===== config.mk =====
export PLATFORM = sky130hd
export DESIGN_NAME = miinst_issue_sequencer
export DESIGN_NICKNAME = d
export VERILOG_FILES = /design/src/rtl/miinst_issue_sequencer.sv
export SDC_FILE = /design/constraint.sdc
export NUM_CORES = 1
export LEC_CHECK = 0
export ABC_AREA = 1
export ABC_CLOCK_PERIOD_IN_PS = 2900
export CORE_UTILIZATION = 50
export CTS_CLUSTER_DIAMETER = 30
export DETAILED_ROUTE_END_ITERATION = 8
export PLACE_DENSITY = 0.77
export REMOVE_ABC_BUFFERS = 1
export SLEW_MARGIN = 20
export SYNTH_ARGS = -nofsm -noshare
export SYNTH_HDL_FRONTEND = slang
export SYNTH_SLANG_ARGS = --single-unit
export TNS_END_PERCENT = 30

===== constraint.sdc =====
create_clock -name clk -period 2.9 [get_ports clk]
set_input_delay 0.58 -clock clk [delete_from_list [all_inputs] [get_ports clk]]
set_output_delay 0.58 -clock clk [all_outputs]
set_load 0.01 [all_outputs]

===== src/rtl/miinst_issue_sequencer.sv =====
// Micro-instruction issue sequencer: holds one decoded bundle and issues its non-empty
// slots to execute, one per cycle in ascending slot order, over a valid/ready handshake.
`ifndef MQ_N
`define MQ_N 8
`endif

package miinst_pkg;
    localparam int unsigned MQ_N = `MQ_N;

    // Slot indices; index order is execution order.
    localparam int unsigned MQ_SEG   = 0;
    localparam int unsigned MQ_SCALE = 1;
    localparam int unsigned MQ_DISP  = 2;
    localparam int unsigned MQ_LOAD  = 3;
    localparam int unsigned MQ_ALU   = 4;
    localparam int unsigned MQ_IMM   = 5;
    localparam int unsigned MQ_STORE = 6;
    localparam int unsigned MQ_WB    = 7;

    typedef logic [31:0] addr_t;

    typedef enum logic [3:0] {
        MIOP_NOP  = 4'd0,
        MIOP_SLLI = 4'd1,
        MIOP_LD   = 4'd2,
        MIOP_ADD  = 4'd3,
        MIOP_ST   = 4'd4,
        MIOP_MOV  = 4'd5
    } miop_e;

    typedef struct packed {
        miop_e       op;
        logic [4:0]  rd;
        logic [4:0]  rs1;
        logic [4:0]  rs2;
        logic [31:0] imm;
    } miinst_t;
endpackage

module miinst_issue_sequencer
    import miinst_pkg::*;
#(
    parameter int unsigned N = MQ_N
) (
    input  logic    clk,
    input  logic    rstn,
    input  logic    flush,
    input  logic    fetch_valid,
    input  miinst_t fetch_miinst [N],
    input  addr_t   fetch_pc,
    output logic    fetch_ready,
    output logic    issue_valid,
    output miinst_t issue_inst,
    output addr_t   issue_pc,
    output logic    issue_last,
    input  logic    issue_ready,
    output logic    busy
);

    localparam int unsigned IdxW = (N > 1) ? $clog2(N) : 1;

    typedef enum logic [0:0] {
        StIdle,
        StIssue
    } state_e;

    state_e          state_q, state_d;
    logic [N-1:0]    pend_q, pend_d, pend_new;
    miinst_t         slot_q [N];
    addr_t           pc_q;
    logic [IdxW-1:0] cur;
    logic            accept;
    logic            fire;

    // Lowest pending slot is issued first.
    always_comb begin
        cur = '0;
        for (int i = N - 1; i >= 0; i--) begin
            if (pend_q[i]) cur = IdxW'(i);
        end
    end

    always_comb begin
        pend_new = '0;
        for (int i = 0; i < N; i++) begin
            pend_new[i] = (fetch_miinst[i].op != MIOP_NOP);
        end
    end

    assign issue_valid = (state_q == StIssue);
    assign busy        = (state_q == StIssue);
    assign issue_inst  = slot_q[cur];
    assign issue_pc    = pc_q;
    assign issue_last  = (pend_q != '0) && ((pend_q & (pend_q - N'(1))) == '0);

    assign fetch_ready = !flush && ((state_q == StIdle) ||
                                    (issue_valid && issue_ready && issue_last));
    assign accept      = fetch_valid && fetch_ready;
    // Execute ignores issue under flush, so no handshake is recorded then.
    assign fire        = issue_valid && issue_ready && !flush;

    always_comb begin
        state_d = state_q;
        pend_d  = pend_q;
        if (flush) begin
            state_d = StIdle;
            pend_d  = '0;
        end else if (accept) begin
            // Overwrites the just-cleared last bit of the old bundle: no bubble.
            pend_d  = pend_new;
            state_d = (pend_new != '0) ? StIssue : StIdle;
        end else if (fire) begin
            pend_d[cur] = 1'b0;
            if (issue_last) state_d = StIdle;
        end
    end

    always_ff @(posedge clk or negedge rstn) begin
        if (!rstn) begin
            state_q <= StIdle;
            pend_q  <= '0;
            pc_q    <= '0;
            for (int i = 0; i < N; i++) begin
                slot_q[i] <= '0;
            end
        end else begin
            state_q <= state_d;
            pend_q  <= pend_d;
            if (accept) begin
                pc_q <= fetch_pc;
                for (int i = 0; i < N; i++) begin
                    slot_q[i] <= fetch_miinst[i];
                end
            end
        end
    end

endmodule


Yosys cells after proc, flatten, opt, wreduce, memory -nomap -nowiden --
Index checks and enable logic that the tools add are counted.
Word-level totals: register bits after elaboration 449, output and inout port bits 87, logic and storage cells 96
Operators by class: add/subtract/negate cells 1, magnitude comparators 3, muxes and demuxes 21, bitwise operators 5, reductions and logical operators 23
Operators with widths (number):
- binary-select mux 51 bit (select 3 bit) | 1
- two-way mux 51 bit | 2
- nonzero test 4 bit | 8
- two-way mux 3 bit | 8
- two-way mux 8 bit | 3
- AND 8 bit | 2
- nonzero test 8 bit | 2
- zero test 8 bit | 1
- NOT 8 bit | 1
- subtractor 8 x 1 -> 8 bit (second input constant) | 1
- logical AND 1 bit | 7
- two-way mux 1 bit | 6
- nonzero test 3 bit | 2
- >= comparator 4 bit (second input constant) | 1
- less-than comparator 3 x 4 -> 1 bit (second input constant) | 1
- NOT 3 -> 4 bit | 1
- demux 1 bit (select 3 bit) | 1
- >= comparator 3 x 1 -> 1 bit (second input constant) | 1
- AND reduction 2 bit | 1
- zero test 1 bit | 1
- logical OR 1 bit | 1
- NOT 1 bit | 1

Depth between registers and ports, before layout --
Gate-level depths: netlist of run 1.
depth in word-level cells 17, depth in mapped cells 14

Worst setup path after synthesis of run 1 --
Ideal clock, no wire load.
path kind register to output, from register pend_q[1], to output port issue_inst[13] (netlist name), data arrival time 1865 ps, data required time 2320 ps, setup slack 455 ps, stages on the path, launching flop included 11, path buffers 1, cells stage by stage dfrtp_1 > nor2_2 > nand2_2 > nor2_1 > inv_2 > nor3_1 > clkbuf_1 > nand2_1 > nand2_1 > nor2_1 > nand2_1
RTL lines:
- start: declaration | RTL line 68 | logic [N-1:0] pend_q, pend_d, pend_new;
- start signal: assignment | RTL line 128 | pend_q <= pend_d;
- end: declaration | RTL line 53 | output miinst_t issue_inst,

==> run metrics, run 1 <==
Die Span Y 209.0 microns; Leak 16.56 nW; worst reg2reg setup slack 0.12 ns; placed instance count 3839; final instance area 0.03222 sq mm; Cells after Synth 2858; RSZ-0062 raised after global routing true; Pwr Total 0.02704 W; clock tree from TritonCTS yes; Worst path max stage delay 0.36 ns; largest net degree at the start of global routing 84; CTS Sinks 449; Filler Cells Inserted 2930; CTS Buffer Depth 3; endpoints failing setup 52; Post-Layout Cell Count 4057; reg2reg end slot_q[26]$_DFFE_PN0N_; CP Max Fanout 12; Syn Std Cell Area 0.02142 sq mm; Iter 0 DRT Violations 2166; antenna viol nets, final 0; synthesized area per cell 7.494 sq um; top post-synthesis cells by area dfrtp_1, nand2_1, nand3_1; Initial Util 0.5083; WP data required 2.32 ns; Cell Area, Placed 0.02802 sq mm; GR Overflow Total 0; number of synthesized register bits 449; RePlAce Congestion 0.9248; setup slack after layout -0.3941 ns; clk root buf clkbuf_16; Final Slew Violations 0; status complete, but fails checks; Hold EP slot_q[333]$_DFFE_PN0N_; area grow syn2layout 50.44%; final period utilization 1.136; CTS buffer count 101; first-pass GRT wire length 121.3 mm; wire per inst 19.23 microns; peak supply drop 0.0005300 V; Rows 75; WHS Path Cells 3; worst-margin pin slew 0.6144 ns; worst path arrival time 2.71 ns; clock skew 0.02517 ns; HP Start fetch_valid; Clock Latency Late Sink 0.64 ns; Initial DRT Pass Iterations 8; Final Critical Period 3.294 ns; Max stage delay cell, worst path dfrtp_1; cell taking the most area after synthesis dfrtp_1; IO Pins 532; htree depth 3; Net count, final 3872; max cap viols 0; sequential fraction of the synthesis area 0.5246; total wire length 78.03 mm; WS Path Type reg -> out; HPWL Detailed 49.85 mm; Clock transition at path regs 0.04 ns; CP cell instances inv_2, o21ai_1, a21oi_1, o21bai_1, nand2_4, buf_12, buf_12, buf_8, buf_4, o211ai_1, nand2_1, nand2_1, nand2_1, buf_2; CP startpoint kind register; commonest non-fill, non-tap cell in the layout nand2_1; cell repeated most along the worst path nand2_1; commonest cells after routing, fill and taps aside nand2_1, clkdlybuf4s50_1, dfrtp_1; Slew HR 0.5904; area of the core 0.04213 sq mm; R2R cell count 14; Ys Warns 0; post-synth cell types 27; # DRC 2; # port buffers 531; Hold Crit Class in -> reg; Fmax 0.3036 GHz; vias per cell 5.564; vias 22570; violated checks design-rule violations, negative setup slack; multi-input logic area 0.008967 sq mm; initial antenna violation count 6; final hold violations 0; power per standard cell area 839.2 mW/mm^2; crit end category primary output; layout cells sized above 1 0.1224; die width 209.0 microns; pre-CTS setup slack -0.06157 ns; Synth top area share 0.5246; reg2reg start pend_q[3]$_DFFE_PN0P_; Reg area 0.01124 sq mm; GRT Overall Usage 0.3545; vias in the first global route 23050; Die ar. 0.04366 sq mm
-- cells in the mapped netlist, drive strengths merged --
master	n
nand2	1226
dfrtp	449
nand3	419
nor2	161
inv	144
clkbuf	120
a21oi	103
buf	82
o21ai	79
o211ai	51
nand4	14
nor4	4
clkinv	2
nor3	2
o21bai	1
o22ai	1
-- sequential cells by signal, indices dropped and copies added, names as in the netlist --
| signal | count |
|---|---|
| busy | 1 |
| issue_pc | 32 |
| pend_q | 8 |
| slot_q | 408 |
-- cell families after synthesis --
kind of cell / count (synthesis) / share of synthesized area
AOI/OAI and AO/OA: 235 / 0.06175
DFF: 449 / 0.5246
and+or+nand+nor: 1826 / 0.3481
buffers and inverters: 348 / 0.06549
-- cell type report --
class,instances,area share
sequential,449,0.3487
multi-input combinational,2061,0.2783
timing repair buffer,668,0.2209
clock buffer,123,0.08575
clock inverter,65,0.02784
tap,539,0.02093
inverter,146,0.01709
antenna,6,0.0004660
-- report_power, final --
part / leakage [nW] / switching (W) / internal, W / total [W]
Clock: 1.77 / 0.00385 / 0.00832 / 0.0122
Sequential: 5.43 / 0.000685 / 0.00754 / 0.00823
Combinational: 9.36 / 0.00373 / 0.00292 / 0.00664
Total: 16.6 / 0.00826 / 0.0188 / 0.0270
-- what timing repair did --
action / 4_1_cts / 5_1_grt
hold endpoints to repair: 54 / 0
cloned: 8 / 3
buffers inserted: 8 / 6
hold buffers: 1 / 0
pin swaps: 26 / 34
resized for setup: 292 / 59
endpoints found under the setup margin: 53 / 120
-- per-layer routing --
layer / part of all wire / track usage / up-vias
met5: 0.00023 / 0 / -
met2: 0.48 / 0.5799 / 1268
met4: 0.047 / 0.1912 / 2
met3: 0.094 / 0.09528 / 245
met1: 0.38 / 0.4277 / 10770
li1: - / - / 10290
-- how the worst max path moves through the flow --
stage | endpoint | slack, ns | start | depth (start not counted)
after global routing | issue_inst[0] | -0.48 | pend_q[5]$_DFFE_PN0P_ | 15
after detailed placement | issue_inst[39] | -0.06 | pend_q[6]$_DFFE_PN0P_ | 12
final | issue_inst[11] | -0.39 | pend_q[7]$_DFFE_PN0P_ | 14
after CTS | issue_inst[41] | -0.41 | pend_q[7]$_DFFE_PN0P_ | 15
after global placement | issue_inst[41] | -0.03 | pend_q[6]$_DFFE_PN0P_ | 11
after floorplan | issue_inst[10] | -6.57 | pend_q[5]$_DFFE_PN0P_ | 10
-- critical path, delay by kind of cell, from the launching register on --
kind	cells	cell delay [ns]
buffers and inverters	6	0.80
AOI/OAI and AO/OA	4	0.58
DFF	1	0.36
and+or+nand+nor	4	0.35
-- through the flow --
stage	hold WS, ns	util	setup TNS [ns]
2_1_floorplan	0.2844	-	-1390.23
3_3_place_gp	0.4614	0.6650	-0.1246
3_5_place_dp	0.4651	0.6650	-1.004
4_1_cts	0.3807	0.7598	-16.16
5_1_grt	0.4076	0.7646	-20.74
6_report	0.3795	0.7647	-14.92
(Power assumes the default switching activity.)
==> run 2, diff against run 1 <==
--- a/config.mk
+++ b/config.mk
@@ -6,7 +6,7 @@
 export NUM_CORES = 1
 export LEC_CHECK = 0
 export ABC_AREA = 1
-export ABC_CLOCK_PERIOD_IN_PS = 2900
+export ABC_CLOCK_PERIOD_IN_PS = 3500
 export CORE_UTILIZATION = 50
 export CTS_CLUSTER_DIAMETER = 30
 export DETAILED_ROUTE_END_ITERATION = 8
==> constraint.sdc (replaced) <==
create_clock -name clk -period 3.5 [get_ports clk]
set_input_delay 0.7 -clock clk [delete_from_list [all_inputs] [get_ports clk]]
set_output_delay 0.7 -clock clk [all_outputs]
set_load 0.01 [all_outputs]
==> run 2 against run 1 <==
  * The run now ends clean
  * Power shrank 21%
  * Non-clock buffer count shrank 45
  * Flip-flop and latch count is the same
  * Final area shrank 2.6%
  * Critical path depth is the same
  * Combinational power shrank 20%
  * Worst setup slack gained 0.42 ns
==> run metrics, run 2 (same netlist as run 1, synthesis figures left out) <==
busiest grt layer met2; clk root buf clkbuf_16; area grow syn2layout 46.51%; Iter 0 DRT Violations 2234; total wire length 78.77 mm; Final Slew Violations 0; vias 22350; area of the core 0.04213 sq mm; final period utilization 0.9923; power per standard cell area 684.2 mW/mm^2; status completed; Clock transition at path regs 0.05 ns; met2 track demand over resource 0.5718; Initial DRT Pass Iterations 8; Die Span Y 209.0 microns; Top reg by flops slot_q; CP cell instances inv_1, o21ai_1, a21oi_1, o21bai_2, nand2_4, buf_12, buf_16, nand2_1, o21ai_1, nand2_1, nand2_1, nand2_1, nand2_2, dlygate4sd2_1; pre-CTS setup slack 0.2138 ns; htree depth 3; RSZ-0062 raised after global routing true; Top delay family on crit path buffers and inverters; endpoints failing setup 0; largest net degree at the start of global routing 165; layout cells sized above 1 0.09422; CTS buffer count 96; Hold Crit Class in -> async; Initial Util 0.5083; worst-margin pin slew 0.8750 ns; first-pass GRT wire length 119.6 mm; # port buffers 531; # DRC 0; commonest non-fill, non-tap cell in the layout nand2_1; WS Path Type reg -> out; initial antenna violation count 7; worst path bufs/invs 4; Rows 75; vias per cell 5.581; crit end category primary output; IO Pins 532; RePlAce Congestion 0.9023; clock tree from TritonCTS yes; GRT Overall Usage 0.3505; Fmax 0.2879 GHz; CP startpoint kind register; Pwr Total 0.02147 W; HPWL Detailed 47.61 mm; Slew HR 0.4167; final core utilization 0.7447; Net count, final 3822; final hold violations 0; clock skew 0.01320 ns; antenna viol nets, final 0; worst path arrival time 2.77 ns; CTS Buffer Depth 3; Final Critical Period 3.473 ns; CP Max Fanout 14; wire per inst 19.67 microns; die width 209.0 microns; GR Overflow Total 0; grt met1 use 0.4315; Clock Latency Late Sink 0.62 ns; vias in the first global route 22380; setup slack after layout 0.02693 ns; max cap viols 0; Max stage delay cell, worst path dfrtp_1; max reg flops 408; Die ar. 0.04366 sq mm; cell repeated most along the worst path nand2_1; WP data required 2.80 ns; Post-CTS Hold Fix Bufs 0; peak supply drop 0.0004587 V; M3 GR Usage 0.09378; CTS Sinks 449; Worst path max stage delay 0.40 ns; commonest cells after routing, fill and taps aside nand2_1, clkdlybuf4s50_1, dfrtp_1; Leak 16.12 nW
[run 2: metal layers]
layer  routed length (microns)  share of wire
met5                        27        0.00034
met2                     37190           0.47
met4                      3383          0.043
met1                     30470           0.39
met3                      7697          0.098
[run 2: final cells by class]
class                           instances  area (sq um)
Antenna cell                            5         12.51
Clock buffer                          126          2676
Clock inverter                         55         723.2
Fill cell                            3011         10760
Inverter                              146         553.0
Multi-Input combinational cell       2061          8891
Sequential cell                       449         11240
Tap cell                              539         674.4
Timing Repair Buffer                  623          6608
[run 2: worst paths after layout]
kind / start / cells after the start / endpoint / slack, ns
max in group asynchronous: rstn / 3 / slot_q[172]$_DFFE_PN0N_ / 2.26
worst max-delay path: pend_q[5]$_DFFE_PN0P_ / 14 / issue_inst[41] / 0.03
worst min register to register: issue_pc[21]$_DFFE_PN0N_ / 2 / issue_pc[21]$_DFFE_PN0N_ / 0.48
worst max register to register: pend_q[5]$_DFFE_PN0P_ / 12 / slot_q[178]$_DFFE_PN0N_ / 0.51
min in group clk: issue_pc[21]$_DFFE_PN0N_ / 2 / issue_pc[21]$_DFFE_PN0N_ / 0.48
worst min-delay path: rstn / 1 / slot_q[401]$_DFFE_PN0N_ / 0.13
[run 2: metrics by stage]
stage               cells  hold slack [ns]  cell area (sq um)  setup TNS, ns
finish               4004           0.1341              31380              0
global route         4003           0.1796              31380        -0.4772
CTS                  3985           0.1625              31180        -0.7409
detailed placement   3787           0.4646              27430              0
global placement     3787           0.4617              27430              0
floorplan            2656           0.4044              20560       -1096.47
[run 2: what timing repair did]
action,in CTS,in global routing
pin swaps,5,11
endpoints found under the hold margin,0,0
resized for setup,115,85
gates cloned,7,6
setup endpoints to repair,52,52
setup buffers,10,8
[run 2: where the power goes]
part           internal (W)  switching [W]  total, W
Sequential          0.00625       0.000554   0.00680
Clock               0.00640        0.00298   0.00938
Combinational       0.00221        0.00307   0.00528
